**config.mk**
```make
export PLATFORM = sky130hd
export DESIGN_NAME = reg_write_arbiter
export DESIGN_NICKNAME = d
export VERILOG_FILES = /design/src/rtl/reg_write_arbiter_pkg.sv /design/src/rtl/reg_write_arbiter_rr_select.sv /design/src/rtl/reg_write_arbiter.sv
export SDC_FILE = /design/constraint.sdc
export NUM_CORES = 1
export LEC_CHECK = 0
export CAP_MARGIN = 20
export CORE_UTILIZATION = 41
export CTS_BUF_LIST = sky130_fd_sc_hd__clkbuf_8
export DETAILED_ROUTE_END_ITERATION = 7
export PLACE_DENSITY = 0.81
export SYNTH_ARGS = -nofsm -noshare
export SYNTH_HDL_FRONTEND = slang
export SYNTH_SLANG_ARGS = --single-unit
export TNS_END_PERCENT = 20
```
**constraint.sdc**
```tcl
create_clock -name clk -period 1.7 [get_ports clk]
set_clock_uncertainty 0.05 [all_clocks]
set_input_delay 0.34 -clock clk [delete_from_list [all_inputs] [get_ports clk]]
set_output_delay 0.34 -clock clk [all_outputs]
set_load 0.05 [all_outputs]
```
**src/rtl/reg_write_arbiter_pkg.sv**
```systemverilog
// Shared definitions for the shared-register write arbiter.
//   arb_state_t : FSM state encoding (IDLE / BUSY / DONE). The spare
//                 encoding 2'd3 is illegal and recovers to IDLE.
package reg_write_arbiter_pkg;

  typedef enum logic [1:0] {
    ST_IDLE = 2'd0,
    ST_BUSY = 2'd1,
    ST_DONE = 2'd2
  } arb_state_t;

endpackage

```
**src/rtl/reg_write_arbiter_rr_select.sv**
```systemverilog
// rr_select: combinational round-robin picker.
//   req      : per-requester request bits
//   lastId   : index of the previous winner
//   anyReq   : at least one request bit set
//   winnerId : first set req bit searching lastId+1, lastId+2, ... mod NREQ
module rr_select #(
  parameter int unsigned NREQ = 4,
  parameter int unsigned IDW  = 2
) (
  input  logic [NREQ-1:0] req,
  input  logic [IDW-1:0]  lastId,
  output logic            anyReq,
  output logic [IDW-1:0]  winnerId
);

  int unsigned idx;
  logic        found;

  always_comb begin
    anyReq   = |req;
    winnerId = '0;
    found    = 1'b0;
    idx      = 0;
    // Offset NREQ wraps back to lastId itself, so it is searched last.
    for (int unsigned k = 1; k <= NREQ; k++) begin
      idx = (32'(lastId) + k) % NREQ;
      if (!found && req[idx]) begin
        winnerId = idx[IDW-1:0];
        found    = 1'b1;
      end
    end
  end

endmodule

```
**src/rtl/reg_write_arbiter.sv**
```systemverilog
// reg_write_arbiter: round-robin arbiter sharing one WIDTH-bit register
// (with synchronous clear) between NREQ requesters.
//   clk        : rising-edge clock
//   asyncReset : asynchronous active-high reset
//   req        : per-requester level write request, held until ack
//   wrData     : flattened write data, requester i at [i*WIDTH +: WIDTH]
//   syncClear  : synchronous clear of the shared register (wins over a write)
//   regQ       : shared register contents
//   ack        : registered one-hot one-cycle write-complete pulse
//   grantId    : index of current/last granted requester
//   busy       : high in BUSY and DONE states
module reg_write_arbiter
  import reg_write_arbiter_pkg::*;
#(
  parameter int unsigned NREQ  = 4,
  parameter int unsigned WIDTH = 8,
  parameter int unsigned IDW   = 2
) (
  input  logic                  clk,
  input  logic                  asyncReset,
  input  logic [NREQ-1:0]       req,
  input  logic [NREQ*WIDTH-1:0] wrData,
  input  logic                  syncClear,
  output logic [WIDTH-1:0]      regQ,
  output logic [NREQ-1:0]       ack,
  output logic [IDW-1:0]        grantId,
  output logic                  busy
);

  arb_state_t       state, state_n;
  logic [IDW-1:0]   lastId, lastId_n;
  logic [IDW-1:0]   grantId_n;
  logic [WIDTH-1:0] regQ_n;
  logic [NREQ-1:0]  ack_n;
  logic [WIDTH-1:0] selData;
  logic             anyReq;
  logic [IDW-1:0]   winnerId;

  rr_select #(
    .NREQ (NREQ),
    .IDW  (IDW)
  ) u_rr_select (
    .req      (req),
    .lastId   (lastId),
    .anyReq   (anyReq),
    .winnerId (winnerId)
  );

  // Data of the currently granted requester, sampled at the BUSY edge.
  always_comb begin
    selData = '0;
    for (int unsigned i = 0; i < NREQ; i++) begin
      if (grantId == IDW'(i)) selData = wrData[i*WIDTH +: WIDTH];
    end
  end

  always_ff @(posedge clk or posedge asyncReset) begin
    if (asyncReset) begin
      state   <= ST_IDLE;
      regQ    <= '0;
      ack     <= '0;
      grantId <= '0;
      lastId  <= IDW'(NREQ - 1);
    end else begin
      state   <= state_n;
      regQ    <= regQ_n;
      ack     <= ack_n;
      grantId <= grantId_n;
      lastId  <= lastId_n;
    end
  end

  always_comb begin
    state_n   = state;
    regQ_n    = regQ;
    ack_n     = '0;
    grantId_n = grantId;
    lastId_n  = lastId;
    case (state)
      ST_IDLE: begin
        if (syncClear) regQ_n = '0;
        if (anyReq) begin
          grantId_n = winnerId;
          state_n   = ST_BUSY;
        end
      end
      ST_BUSY: begin
        // Clear wins; the write stays pending and retries next cycle.
        if (syncClear) begin
          regQ_n = '0;
        end else begin
          regQ_n         = selData;
          ack_n[grantId] = 1'b1;
          lastId_n       = grantId;
          state_n        = ST_DONE;
        end
      end
      ST_DONE: begin
        if (syncClear) regQ_n = '0;
        state_n = ST_IDLE;
      end
      default: state_n = ST_IDLE;
    endcase
  end

  assign busy = (state == ST_BUSY) || (state == ST_DONE);

endmodule

```
# Word level (Yosys, flattened, before mapping)
# Index checks and enable logic that the tools add are counted.
dict set report word_totals {
  ff_bits 18
  in_bits 39
  output_inout_bits 15
  elab_cells 70
}
dict set report op_classes {
  add_sub_neg 4
  magnitude_cmp 6
  eq_ne 8
  mux 29
  bitwise_logic 1
  n_reduce_logical 17
}
# cell n
set op_table {}
lappend op_table {{$mux W8} 6}
lappend op_table {{$pmux W8 S2} 1}
lappend op_table {{$lt A2 B3 Y1 const B} 5}
lappend op_table {{$mux W2} 6}
lappend op_table {{$bmux W1 S2} 4}
lappend op_table {{$mux W1} 8}
lappend op_table {{$mux W4} 2}
lappend op_table {{$reduce_and A2 Y1} 4}
lappend op_table {{$eq A2 B2 Y1 const B} 3}
lappend op_table {{$add A2 B1 Y2 const B} 2}
lappend op_table {{$add A2 B2 Y2 const B} 2}
lappend op_table {{$eq A2 B1 Y1 const B} 2}
lappend op_table {{$logic_and A1 B1 Y1} 4}
lappend op_table {{$logic_not A2 Y1} 2}
lappend op_table {{$ne A2 B2 Y1 const B} 2}
lappend op_table {{$pmux W2 S2} 1}
lappend op_table {{$reduce_or A4 Y1} 1}
lappend op_table {{$logic_not A1 Y1} 3}
lappend op_table {{$demux W1 S2} 1}
lappend op_table {{$ge A2 B1 Y1 const B} 1}
lappend op_table {{$ne A2 B1 Y1 const B} 1}
lappend op_table {{$reduce_bool A2 Y1} 1}
lappend op_table {{$reduce_or A2 Y1} 1}
lappend op_table {{$logic_or A1 B1 Y1} 1}
lappend op_table {{$not A1 Y1} 1}

# Logic depth before layout (Yosys ltp)
dict set report depth {
  word_depth 13
  mapped_depth 6
  mapped_depth_nobuf 6
}

# By module
# A second synthesis with hierarchy kept.
dict set report unflattened {
  cells_unflattened 89
  area_unflattened_um2 1088.5
}
# mod instances cells_per_inst area_per_inst_um2
set modules_own_cells {}
lappend modules_own_cells {reg_write_arbiter 1 75 1007.2}
lappend modules_own_cells {rr_select 1 14 81.3}

# Worst setup path before layout
# Ideal clock, no wire load.
dict set report synth_timing {
  path_type {register -> register}
  start {reg grantId[0]}
  end {reg regQ[2]}
  t_arrival_ps 1569
  t_required_ps 1529
  path_slack_ps -40
  stages_incl_launch_ff 4
  path_buffers 1
  path_cell_list {dfrtp_1 buf_6 mux4_2 a22o_1}
}
dict set report synth_via {
  elab_chain_cells 7
}
# element line_no
set synth_rtl {}
lappend synth_rtl {{from (decl)} reg_write_arbiter.sv:26} ;# output logic [IDW-1:0] grantId,
lappend synth_rtl {{from (signal assigned)} reg_write_arbiter.sv:68} ;# grantId <= grantId_n;
lappend synth_rtl {{$logic_not A2 Y1} reg_write_arbiter.sv:53} ;# if (grantId == IDW'(i)) selData = wrData[i*WIDTH +: WIDTH];
lappend synth_rtl {{$mux W8 (3 in a row)} reg_write_arbiter.sv:53}
lappend synth_rtl {{$mux W8 *} reg_write_arbiter.sv:53}
lappend synth_rtl {{$mux W8 *} reg_write_arbiter.sv:89} ;# if (syncClear) begin
lappend synth_rtl {{$pmux W8 S2 *} reg_write_arbiter.sv:79} ;# case (state)
lappend synth_rtl {{to (signal assigned)} reg_write_arbiter.sv:66} ;# regQ <= regQ_n;
lappend synth_rtl {{to (decl)} reg_write_arbiter.sv:24} ;# output logic [WIDTH-1:0] regQ,
# Every way passes the cells marked *; elsewhere a longest branch is shown, timed or not.
# A chain may end at the register's enable or synchronous reset.

# Final worst setup path
dict set report layout_timing {
  start {reg state[0]}
  end {out busy}
}
dict set report layout_via {
  elab_chain_cells 2
}
# element line_no
set layout_rtl {}
lappend layout_rtl {{from (decl)} reg_write_arbiter.sv:30} ;# arb_state_t state, state_n;
lappend layout_rtl {{from (signal assigned)} reg_write_arbiter.sv:65} ;# state <= state_n;
lappend layout_rtl {{$eq A2 B1 Y1 or $eq A2 B2 Y1 (tied branches)} reg_write_arbiter.sv:106} ;# assign busy = (state == ST_BUSY) || (state == ST_DONE);
lappend layout_rtl {{$logic_or A1 B1 Y1 *} reg_write_arbiter.sv:106}
lappend layout_rtl {{to (decl)} reg_write_arbiter.sv:27} ;# output logic busy
# Marks and branches as above.

==> summary.md <==
| Metric | Value |
|---|---|
| Outcome | finished clean |
| GRT Util Overall | around 22% |
| First-pass GRT wire length | 4.49 mm |
| CTS Buffer Depth | 2 |
| Post-synthesis average cell area | between 10 and 15 um2 |
| Drt total wl | a little under 3 mm |
| Synth top cells by count | nand2_1 (18), dfrtp_1 (16), mux4_1 (7), nor2_1 (7) |
| Worst Setup Start Kind | register |
| Post-synth ARST share | 100% |
| DRT Pass-1 Iters | 5 |
| Final Net Count | 209 |
| CP arrival | 1230 ps |
| FF-to-FF setup slack | ~90 ps |
| DRC errors left | 0 |
| Filler instances | approximately 190 |
| WL/cell | ~15 um |
| CP endpoint kind | output port |
| Port-buffer cells | between 50 and 60 |
| Leak | a little over 0.0008 uW |
| Total Neg Setup Slack | 0 ps |
| R2R Path Start | state[0] |
| Vias in the first global route | 1,035 |
| Post-DP HPWL | 2.42 mm |
| Slew @ Worst Pin | 392 ps |
| Vias per cell | 5.35 |
| Non-Filler Instances | 194 |
| Area of placed instances | roughly 0.0017 mm2 |
| IO Count | 54 |
| Tightest Hold Check Type | in2async |
| Fin. max-slew vios | 0 |
| Crit-path max FO | 4 |
| DIE AREA | 0.00290 mm2 |
| Clock root buffer master | clkbuf_8 |
| Core ar. | ~0.0025 mm2 |
| Antenna-violating nets left | 0 |
| Synthesized area | 0.00110 mm2 |
| Worst rel slew slack | 73.7% |
| Routed via count | 1,037 |
| Setup bufs post-CTS | 0 |
| Unrepaired setup endpoints after global routing | false |
| Worst-Skew Late Latency | 250 ps |
| Gpl congestion | between 0.7 and 0.8 |
| Die Y | 53.9 um |
| Yosys reg bits | 18 |
| P&R area growth vs syn | 62.3% |
| Yosys Warn Count | 0 |
| Inst Count DP | 190 |
| CTS resizes | 0 |
| FP Rows | 18 |
| Sequential share of the synthesized area | 41.1% |
| 1st-iter DRT viols | 9 |
| Synthesized Nets | ~140 |
| Total CTS buffers | 3 |
| Max Fclk | about 600 MHz |
| Initial antenna violation count | 0 |
| Starting density of the core | between 40% and 50% |
| Post-synth top flop | dfrtp_1 |
| Largest net degree at the start of global routing | 19 |
| Layout cells sized above 1 | 22.6% |
| Worst setup path endpoint | busy |
| Synth top area share | 36.3% |
| Reg-to-Reg End | regQ[4] |
| Max cap viols | 0 |
| CP required | between 1000 and 1500 ps |
| Post-synthesis cell type count | 28 |
| Final setup violation count | 0 |
| Ranking of synthesized cells by area | dfrtp_1 (36%), mux4_1 (17%), nand2_1 (6.1%), ha_1 (5.7%), dfstp_2 (4.8%) |
| CTS clock-pin slew for the worst setup and hold paths | 70 ps |
| Die Wd | 53.9 um |
| Yosys top cell by area | dfrtp_1 |
| Ant diodes | 0 |
| Clock sinks | 18 |
| CTS Hold Bufs | 0 |
| Period utilization | 95.2% |
| Design area | 0.00179 mm2 |
| TritonCTS clock tree | yes |
| Period minus WS final | ~1600 ps |
| Cell count after synthesis | 100 |
| Post-synth EDFFs | 0 |
| Top-count cell post-synth | nand2_1 |
| Worst VDD drop | 1.23 mV |
| Global route total overflow | 0 |
| Final hold violation count | 0 |
| Reg2reg path depth | 6 |
| H-tree levels | 1 |
| Power density cells | 1700 mW/mm2 |
| CP startpoint | state[0] |
| Kind of critical path | reg2out |
## flip-flops by register name, summed over array words and instances (netlist names)
name,count
state,2
grantId,2
lastId,2
regQ,8
ack,4
## routing by layer
metal,up-vias,wire [um],global-route usage [%]
li1,499,-,-
met1,495,1110,24.0
met2,37,1590,42.8
met3,6,149,3.39
met4,0,65,9.21
met5,-,0,0
## critical path, cell delays in order, from the launching register on
cell and delay, ps:
dfrtp_1 380, inv_1 100, ha_1 340, buf_12 160
## placed cells by master, fill, tap and decap left out, types with 5 or more instances in the layout
cell type	count
nand2_1	18
ha_1	5
mux4_1	7
inv_1	5
dfrtp_1	15
clkdlybuf4s50_1	38
buf_4	21
nor2_1	6
nor3b_1	5
## cells by family after synthesis
kind of cell | after synthesis | share of synthesized area (%)
flops | 18 | 41.1
buf+inv | 7 | 3.18
compound gates | 20 | 12.0
fa+ha+maj | 5 | 5.68
mux | 10 | 20.5
simple gates | 40 | 17.5
## power by group
group	total, uW	switching (uW)	internal [uW]
registers	821	200	621
clock network	347	141	206
logic	1870	1040	830
total	3040	1390	1660
## layout make-up
class	instances	area, um2	area share (%)
multi-input cells	75	626	35.0
repair buffers	62	598	33.4
flip-flops and latches	18	454	25.4
clock buffers	4	55.1	3.08
well taps	30	37.5	2.10
inverters	5	18.8	1.05
## per-stage QoR
step           power (uW)  hold WS (ps)  worst slack, ps  utilization (%)
2_1_floorplan        1980           227              137                -
3_5_place_dp         2680           444            -49.9             68.9
4_1_cts              3040           353             6.91             71.1
5_1_grt              3240           375             17.1             71.6
3_3_place_gp         2610           433             73.9             68.9
6_report             3040           353             81.1             71.6
## worst min path at each step
stage,startpoint,to,slack [ps]
2_1_floorplan,asyncReset,ack[0],230
3_3_place_gp,regQ[5],regQ[5],430
3_5_place_dp,regQ[2],regQ[2],440
4_1_cts,asyncReset,ack[0],350
5_1_grt,asyncReset,regQ[6],380
6_report,asyncReset,regQ[4],350
No activity file was read; power rests on OpenSTA's default activity.
